[config.mk]
export PLATFORM = sky130hd
export DESIGN_NAME = fetch_stage
export DESIGN_NICKNAME = d
export VERILOG_FILES = /design/src/rtl/cpu_pkg.sv /design/src/rtl/if_id_reg.sv /design/src/rtl/fetch_stage.sv
export SDC_FILE = /design/constraint.sdc
export NUM_CORES = 1
export LEC_CHECK = 0
export CAP_MARGIN = 40
export CORE_ASPECT_RATIO = 0.5
export CORE_MARGIN = 2
export CORE_UTILIZATION = 40
export DETAILED_ROUTE_END_ITERATION = 10
export PLACE_DENSITY = 0.66
export RECOVER_POWER = 50
export SLEW_MARGIN = 20
export SYNTH_ARGS = -nofsm -noshare
export SYNTH_HDL_FRONTEND = slang
export SYNTH_SLANG_ARGS = --single-unit
[constraint.sdc]
create_clock -name clk -period 3.9 [get_ports clk]
set_clock_uncertainty 0.15 [all_clocks]
set_input_delay 1.17 -clock clk [delete_from_list [all_inputs] [get_ports clk]]
set_output_delay 1.17 -clock clk [all_outputs]
set_load 0.01 [all_outputs]
[src/rtl/cpu_pkg.sv]
// Shared CPU definitions: reset vector, NOP encoding, fetch FSM states,
// fault causes and the IF/ID pipeline record.
package cpu_pkg;

  localparam int unsigned DATA_WIDTH   = 32;
  localparam logic [31:0] RESET_VECTOR = 32'hBFC0_0000;
  localparam int unsigned IMEM_BYTES   = 4096;
  localparam logic [31:0] NOP_INSTR    = 32'h0000_0013;

  typedef enum logic [1:0] {
    BOOT  = 2'b00,
    RUN   = 2'b01,
    HALT  = 2'b10,
    FAULT = 2'b11
  } fetch_state_t;

  typedef enum logic [1:0] {
    FC_NONE     = 2'b00,
    FC_MISALIGN = 2'b01,
    FC_RANGE    = 2'b10
  } fault_cause_t;

  typedef struct packed {
    logic        valid;
    logic [31:0] instr;
    logic [31:0] pc;
    logic [31:0] pc_plus4;
  } if_id_t;

  // Unsigned offset from the base turns addresses below the base (or wrapped) into huge values.
  function automatic logic in_window(input logic [31:0] addr,
                                     input logic [31:0] base,
                                     input logic [31:0] last_off);
    logic [31:0] offset;
    offset = addr - base;
    return (offset <= last_off);
  endfunction

  function automatic if_id_t if_id_bubble();
    if_id_t b;
    b.valid    = 1'b0;
    b.instr    = NOP_INSTR;
    b.pc       = 32'h0000_0000;
    b.pc_plus4 = 32'h0000_0000;
    return b;
  endfunction

endpackage

[src/rtl/if_id_reg.sv]
// IF/ID pipeline register: bubble has priority over load, otherwise holds.
// Resets asynchronously to a bubble.
module if_id_reg
  import cpu_pkg::*;
(
  input  logic   clk,
  input  logic   rst_n,
  input  logic   i_load,
  input  logic   i_bubble,
  input  if_id_t i_d,
  output if_id_t o_q
);

  if_id_t r_q;

  // Pipeline record update.
  always_ff @(posedge clk or negedge rst_n) begin
    if (!rst_n) begin
      r_q <= if_id_bubble();
    end else if (i_bubble) begin
      r_q <= if_id_bubble();
    end else if (i_load) begin
      r_q <= i_d;
    end else begin
      r_q <= r_q;
    end
  end

  assign o_q = r_q;

endmodule

[src/rtl/fetch_stage.sv]
// Instruction fetch stage: owns the PC, drives the ROM address and fills IF/ID.
// Handles stall, redirect, halt and sticky fetch faults.
module fetch_stage #(
  parameter int unsigned DATA_WIDTH   = 32,
  parameter logic [31:0] RESET_VECTOR = 32'hBFC0_0000,
  parameter int unsigned IMEM_BYTES   = 4096
) (
  input  logic                  clk,
  input  logic                  rst_n,
  input  logic                  stall_i,
  input  logic                  flush_i,
  input  logic [DATA_WIDTH-1:0] redirect_pc_i,
  input  logic                  halt_i,
  output logic [DATA_WIDTH-1:0] imem_addr_o,
  input  logic [DATA_WIDTH-1:0] imem_instr_i,
  output logic                  id_valid_o,
  output logic [DATA_WIDTH-1:0] id_instr_o,
  output logic [DATA_WIDTH-1:0] id_pc_o,
  output logic [DATA_WIDTH-1:0] id_pc_plus4_o,
  output logic                  halted_o,
  output logic                  fault_o,
  output logic [1:0]            fault_cause_o
);

  import cpu_pkg::*;

  localparam logic [31:0] LAST_OFF = 32'(IMEM_BYTES) - 32'd4;

  fetch_state_t r_state;
  fetch_state_t w_state_nxt;
  fault_cause_t r_cause;
  fault_cause_t w_cause_nxt;
  logic [31:0]  r_pc;
  logic [31:0]  w_pc_nxt;
  logic [31:0]  w_pc_plus4;
  logic         w_load;
  logic         w_bubble;
  if_id_t       w_id_d;
  if_id_t       w_id_q;

  assign w_pc_plus4      = r_pc + 32'd4;
  assign w_id_d.valid    = 1'b1;
  assign w_id_d.instr    = imem_instr_i;
  assign w_id_d.pc       = r_pc;
  assign w_id_d.pc_plus4 = w_pc_plus4;

  // FSM state, program counter and fault cause registers.
  always_ff @(posedge clk or negedge rst_n) begin
    if (!rst_n) begin
      r_state <= BOOT;
      r_pc    <= RESET_VECTOR;
      r_cause <= FC_NONE;
    end else begin
      r_state <= w_state_nxt;
      r_pc    <= w_pc_nxt;
      r_cause <= w_cause_nxt;
    end
  end

  // Next-state, next-PC and IF/ID control in RUN priority order: flush, halt, stall, fetch.
  always_comb begin
    w_state_nxt = r_state;
    w_pc_nxt    = r_pc;
    w_cause_nxt = r_cause;
    w_load      = 1'b0;
    w_bubble    = 1'b0;
    case (r_state)
      BOOT: begin
        w_bubble    = 1'b1;
        w_state_nxt = RUN;
      end
      RUN: begin
        if (flush_i) begin
          w_bubble = 1'b1;
          if (redirect_pc_i[1:0] != 2'b00) begin
            w_state_nxt = FAULT;
            w_cause_nxt = FC_MISALIGN;
          end else if (!in_window(redirect_pc_i, RESET_VECTOR, LAST_OFF)) begin
            w_state_nxt = FAULT;
            w_cause_nxt = FC_RANGE;
          end else begin
            w_pc_nxt = redirect_pc_i;
          end
        end else if (halt_i) begin
          w_bubble    = 1'b1;
          w_state_nxt = HALT;
        end else if (stall_i) begin
          w_load = 1'b0;
        end else begin
          // The last in-window word is still delivered; only the PC step faults.
          w_load = 1'b1;
          if (!in_window(w_pc_plus4, RESET_VECTOR, LAST_OFF)) begin
            w_state_nxt = FAULT;
            w_cause_nxt = FC_RANGE;
          end else begin
            w_pc_nxt = w_pc_plus4;
          end
        end
      end
      HALT: begin
        w_bubble = 1'b1;
      end
      FAULT: begin
        w_bubble = 1'b1;
      end
      default: begin
        w_bubble    = 1'b1;
        w_state_nxt = FAULT;
      end
    endcase
  end

  if_id_reg u_if_id_reg (
    .clk      (clk),
    .rst_n    (rst_n),
    .i_load   (w_load),
    .i_bubble (w_bubble),
    .i_d      (w_id_d),
    .o_q      (w_id_q)
  );

  assign imem_addr_o   = r_pc;
  assign id_valid_o    = w_id_q.valid;
  assign id_instr_o    = w_id_q.instr;
  assign id_pc_o       = w_id_q.pc;
  assign id_pc_plus4_o = w_id_q.pc_plus4;
  assign halted_o      = (r_state == HALT);
  assign fault_o       = (r_state == FAULT);
  assign fault_cause_o = r_cause;

endmodule

After elaboration in Yosys (flattened, before gate mapping)
Index checks and enable logic that the tools add are counted.
{"block": "word_totals", "reg_bits": 133, "in_bits": 69, "elab_cells": 61, "output_inout_bits": 133}
{"block": "op_classes", "magnitude_cmp": 2, "eq_ne": 12, "reduce_logical": 9, "mux": 28, "addsub": 3}
{"op": "two-way mux 97 bit", "count": 2}
{"op": "two-way mux 32 bit", "count": 6}
{"op": "less-or-equal comparator 32 x 12 -> 1 bit, second input constant", "count": 2}
{"op": "subtractor 32 bit, second input constant", "count": 2}
{"op": "adder 32 x 3 -> 32 bit, second input constant", "count": 1}
{"op": "two-way mux 2 bit", "count": 12}
{"op": "!= test 4 bit, second input constant", "count": 3}
{"op": "nonzero test 2 bit", "count": 4}
{"op": "two-way mux 1 bit", "count": 6}
{"op": "!= test 2 bit, second input constant", "count": 3}
{"op": "AND reduction 6 bit", "count": 1}
{"op": "AND reduction 5 bit", "count": 1}
{"op": "equality test 2 bit, second input constant", "count": 2}
{"op": "!= test 2 x 1 -> 1 bit, second input constant", "count": 2}
{"op": "one-hot mux 2 bit (2 select lines)", "count": 1}
{"op": "AND reduction 4 bit", "count": 1}
{"op": "!= test 3 bit, second input constant", "count": 1}
{"op": "OR reduction 3 bit", "count": 1}
{"op": "equality test 2 x 1 -> 1 bit, second input constant", "count": 1}
{"op": "zero test 2 bit", "count": 1}
{"op": "one-hot mux 1 bit (2 select lines)", "count": 1}

Longest topological paths before layout
Gate-level depths: netlist (run 1).
{"block": "depth", "word_depth": 8, "mapped_depth": 13, "depth_no_buf": 10}

Modules after synthesis
Synthesis (run 1) repeated with hierarchy kept, for this count alone.
{"block": "unflattened", "cells_unflattened": 595, "hier_area_um2": 6432.4}
{"mod": "if_id_reg", "n_inst": 1, "seq_area_each_um2": 2431.1, "area_each_um2": 3940.0, "cells_each": 313}
{"mod": "fetch_stage", "n_inst": 1, "seq_area_each_um2": 912.1, "area_each_um2": 2492.4, "cells_each": 282}

Worst setup path after synthesis (run 1)
No wires, ideal clock.
{"block": "synth_timing", "kind": "reg-to-reg", "from": "register r_pc[3] (netlist: imem_addr_o[3])", "to": "register r_pc[3] (netlist: imem_addr_o[3])", "n_path_buf": 1, "synth_period_minus_slack_ns": 3.146, "path_stages_with_launch": 11, "slack_ns": 0.754, "required_ns": 3.625, "arrival_ns": 2.871, "setup_time_ns": 0.125, "cell_sequence": "dfrtp_1 ha_1 and4_1 nand3_2 or4_1 a221oi_1 nand4b_1 nor4_2 a21oi_1 buf_6 mux2_4"}
{"block": "synth_via", "elab_chain_cells": 5, "word_cells_on_any_way": 9, "classes_between": "2 x add/sub; 1 x order compare; 4 x mux; 2 x reduce/logical"}
{"element": "from (decl)", "line_no": "fetch_stage.sv:33", "rtl": "logic [31:0] r_pc;"}
{"element": "from (signal assigned)", "line_no": "fetch_stage.sv:55", "rtl": "r_pc <= w_pc_nxt;"}
{"element": "adder 32 x 3 -> 32 bit (*)", "line_no": "fetch_stage.sv:41", "rtl": "assign w_pc_plus4 = r_pc + 32'd4;"}
{"element": "subtractor 32 bit or two-way mux 32 bit (tied branches)", "line_no": "cpu_pkg.sv:35, fetch_stage.sv:92"}
{"element": "less-or-equal comparator 32 x 12 -> 1 bit or two-way mux 32 bit (tied branches)", "line_no": "cpu_pkg.sv:36, fetch_stage.sv:87"}
{"element": "nonzero test 2 bit (no line) or two-way mux 32 bit (tied branches)"}
{"element": "AND reduction 6 bit (no line) or two-way mux 32 bit (tied branches)"}
Mark *: on every way between the ends. The rest lies on a longest branch, timed or not. The select of a mux whose other input is x is not followed.
A chain may end at the register's enable or synchronous reset.

Worst setup path in the final report (run 1)
{"block": "layout_timing", "from": "register r_pc[7] (netlist: imem_addr_o[7])", "to": "register r_state[1]"}
{"block": "layout_via", "elab_chain_cells": 5}
{"element": "adder 32 x 3 -> 32 bit", "line_no": "fetch_stage.sv:41"}
{"element": "subtractor 32 bit", "line_no": "cpu_pkg.sv:35", "rtl": "offset = addr - base;"}
{"element": "less-or-equal comparator 32 x 12 -> 1 bit", "line_no": "cpu_pkg.sv:36", "rtl": "return (offset <= last_off);"}
{"element": "!= test 4 bit (no line)"}
{"element": "AND reduction 4 bit (no line)"}
{"element": "to (signal assigned)", "line_no": "fetch_stage.sv:54", "rtl": "r_state <= w_state_nxt;"}
{"element": "to (decl)", "line_no": "fetch_stage.sv:29", "rtl": "fetch_state_t r_state;"}
No other way between the ends.

==> flow_summary.yaml, run 1 <==
status:
  outcome: "finished clean"
finish:
  drive_gt1_frac: 0.09326
  post-route-util: 0.5831
  finalInstanceArea_um2: 9534
  num_antenna_cells: 0
  syn_to_final_growth_pct: 42.75
  layout.nets: 948
sta:
  min_period_ns: 3.533
  tightest_slew_ns: 1.409
  setup_tns_ns: 0
  fmax_ghz: 0.2830
  slew_headroom: 0.06054
  hold_viol: 0
  fin_ws_ns: 0.3669
  maxSlewViolCount: 0
  rsz0062_at_grt: "no"
  min_period_over_period: 0.9059
  report.final.setup_viol: 0
logic_synthesis:
  synthesis.instances: 689
  synth-edff-count: 0
  synthArstFlopShare: 1.000
  yosysSeqAreaShare: 0.4931
  avgSynthCellArea_um2: 9.694
  synthDistinctLibCells: 61
  synth_top_area_frac: 0.4459
  yosys.area.top_type: "dfrtp_1"
  synth.top_cells.by_count: "dfrtp_1 (119), nor2_1 (117), mux2i_1 (63), nand2_1 (44), a21oi_1 (40)"
  synth_ff_type: "dfrtp_1"
  yosys_warnings: 0
  synth.most_common_cell: "dfrtp_1"
  synth_nets: 760
  synthesis.area_um2: 6679
  synth-seq-cells: 131
  synth_area_leaders: "dfrtp_1 (45%), mux2i_1 (9.4%), nor2_1 (6.6%), dfstp_2 (4.7%), a21oi_1 (3.0%)"
flow_run:
  drv_cap: 0
drt:
  routed_wl_um: 19450
  drtAntennaViolNets: 0
  vias_per_cell: 5.236
  drt_iter0_markers: 472
  drtPass1Iterations: 5
  routedWlPerCell_um: 17.41
  drc: 0
  dr_total_vias: 5849
worst_setup_path:
  cp.arrival_ns: 3.68
  endpoint_kind: "flop"
  crit_family: "simple AND/OR/NAND/NOR gates"
  cpPeakStageDelay_ns: 0.63
  path_class: "reg2reg"
  slowest_stage: "or4_1"
  worst_ep_required_time_ns: 4.05
  cp_max_fo: 14
  path_cells: "nand4_2, or4_1, nor4_1, nor4_1, or4_4, nor3_1, o21ai_0, a31o_2"
  crit_path_frequent_cell: "nor4_1"
  start_kind: "flop"
  crit_buf_inv: 0
global_routing:
  grt_pass1_wl_um: 30740
  grt_pass1_vias: 5662
  antenna_found_initial: 0
  grt-ovfl-total: 0
  grt_usage: 0.2193
  grt_max_degree: 112
placed_design:
  place_hpwl_um: 13500
  place_area_um2: 8957
  io_buffer_count: 201
  dp_slack_ns: 0.3254
  gp_congestion: 0.8459
floorplan:
  num_io_pins: 202
  fp.dieH_um: 95.37
  core_area_um2: 16350
  design.die.area_um2: 17810
  start_util: 0.4085
  num_rows: 33
  die_w_um: 186.7
power:
  power.share.combinational: 0.067
  p_leak_nw: 4.115
  sw_frac_of_total: 0.2212
  p_per_area_nw_per_um2: 342.0
  ir_drop_mv: 0.2765
  p_clk_frac: 0.508
  power.total_mw: 3.261
  p_sw_mw: 0.7214
  intPower_mw: 2.540
  p_seq_frac: 0.425
min_path:
  hold_class: "reg2reg"
cts:
  cts.sink_count: 131
  cts_resized: 0
  hold_buffers: 0
  clockBufferDepth: 2
  post_cts_buffers: 0
  clk_pin_slew_ns: 0.06
  clk_latency_ns: 0.42
  htreeDepth: 4
  cts_tree: "done"
  cts_made_buffers: 17
  root_buffer: "clkbuf_16"
-- worst paths after layout --
path / endpoint / start / cells after the start / slack [ns]
max in group asynchronous: u_if_id_reg.o_q[87] / rst_n / 2 / 0.61
min in group asynchronous: imem_addr_o[7] / rst_n / 1 / 0.91
min: u_if_id_reg.o_q[28] / u_if_id_reg.o_q[28] / 2 / 0.36
max reg2reg: r_state[1] / imem_addr_o[7] / 8 / 0.37
min reg2reg: u_if_id_reg.o_q[28] / u_if_id_reg.o_q[28] / 2 / 0.36
max: r_state[1] / imem_addr_o[7] / 8 / 0.37
-- flip-flops by register name, summed over array words and instances, names as in the netlist --
signal           count
r_state              2
u_if_id_reg.o_q     95
fault_cause_o        2
imem_addr_o         32
-- stage by stage --
| step | hold slack (ns) | cells |
|---|---|---|
| global placement | 0.3532 | 1085 |
| global route | 0.3879 | 1117 |
| detailed placement | 0.3596 | 1085 |
| CTS | 0.3685 | 1117 |
| finish | 0.3619 | 1117 |
| floorplan | 0.3353 | 689 |
-- kinds of logic (layout without fill, tap and decap cells) --
logic type | count (synthesis) | count (layout) | synth area share
and+or+nand+nor | 302 | 302 | 0.2297
AOI/OAI and AO/OA | 98 | 98 | 0.09367
DFF | 131 | 131 | 0.4931
adders and majority gates | 2 | 2 | 0.003746
xor gates and xnor gates | 23 | 23 | 0.03016
buffers and inverters | 64 | 265 | 0.04402
muxes | 69 | 69 | 0.1057
-- tightest hold or removal path, delay by kind of cell (launching register included) --
family | cells | cell delay (ns)
flip-flops | 1 | 0.34
AND/OR/NAND/NOR | 1 | 0.07
AO/OA/AOI/OAI | 1 | 0.06
-- power groups by stage --
| stage | Sequential [mW] | Clock (mW) | Combinational, mW |
|---|---|---|---|
| after detailed placement | 1.41 | 0 | 0.225 |
| after floorplan | 1.40 | 0 | 0.0907 |
| final | 1.39 | 1.66 | 0.220 |
| after global placement | 1.41 | 0 | 0.222 |
| after global routing | 1.39 | 1.75 | 0.241 |
| after CTS | 1.38 | 1.68 | 0.226 |
-- layer usage --
metal  GRT usage  part of all wire  vias up
met1      0.3030              0.47     2899
li1            -                 -     2781
met2      0.3572              0.47      152
met5           0                 0        -
met3     0.04343             0.049       17
met4     0.05688            0.0087        0
-- area by class of cell --
class | instances | area, um^2
Clock buffer | 23 | 478.0
Clock inverter | 9 | 128.9
Fill cell | 1436 | 6817
Inverter | 9 | 33.78
Multi-Input combinational cell | 494 | 3095
Sequential cell | 131 | 3293
Tap cell | 227 | 284.0
Timing Repair Buffer | 224 | 2221
-- cell usage in the layout, fill, tap and decap left out, types with 3 or more instances in the layout --
master | netlist | routed
a21oi_1 | 40 | 39
o31ai_1 | 4 | 4
nand2b_1 | 18 | 18
nand3_1 | 17 | 17
clkbuf_16 | 0 | 17
dfstp_2 | 12 | 12
xor2_1 | 8 | 8
clkbuf_8 | 0 | 3
nor2b_1 | 7 | 7
clkbuf_1 | 29 | 4
buf_12 | 0 | 4
bufinv_16 | 0 | 3
mux2i_1 | 63 | 63
nor2_1 | 117 | 117
a211o_1 | 3 | 3
dlygate4sd3_1 | 0 | 34
xnor2_1 | 15 | 15
and2_1 | 16 | 16
nand2_1 | 44 | 44
a2bb2oi_1 | 4 | 4
clkdlybuf4s50_1 | 0 | 165
buf_4 | 7 | 18
nor4_1 | 10 | 10
and4_1 | 7 | 7
mux2_2 | 4 | 4
a311oi_1 | 4 | 4
or3_1 | 7 | 7
nor4b_1 | 3 | 3
nor3_1 | 17 | 17
nand4_1 | 13 | 13
o21ai_0 | 20 | 20
o31a_1 | 3 | 3
dfrtp_1 | 119 | 119
or4_1 | 4 | 4
inv_1 | 8 | 8
clkinv_2 | 0 | 3
and3_1 | 8 | 8
Note: power is estimated with default switching activity, not from simulation.
==> run 2, diff against run 1 <==
SKIP_CTS_REPAIR_TIMING = 1   (was unset)
==> results of run 2 <==
Same layout as run 1: the final DEF is identical, and so are final timing and power.
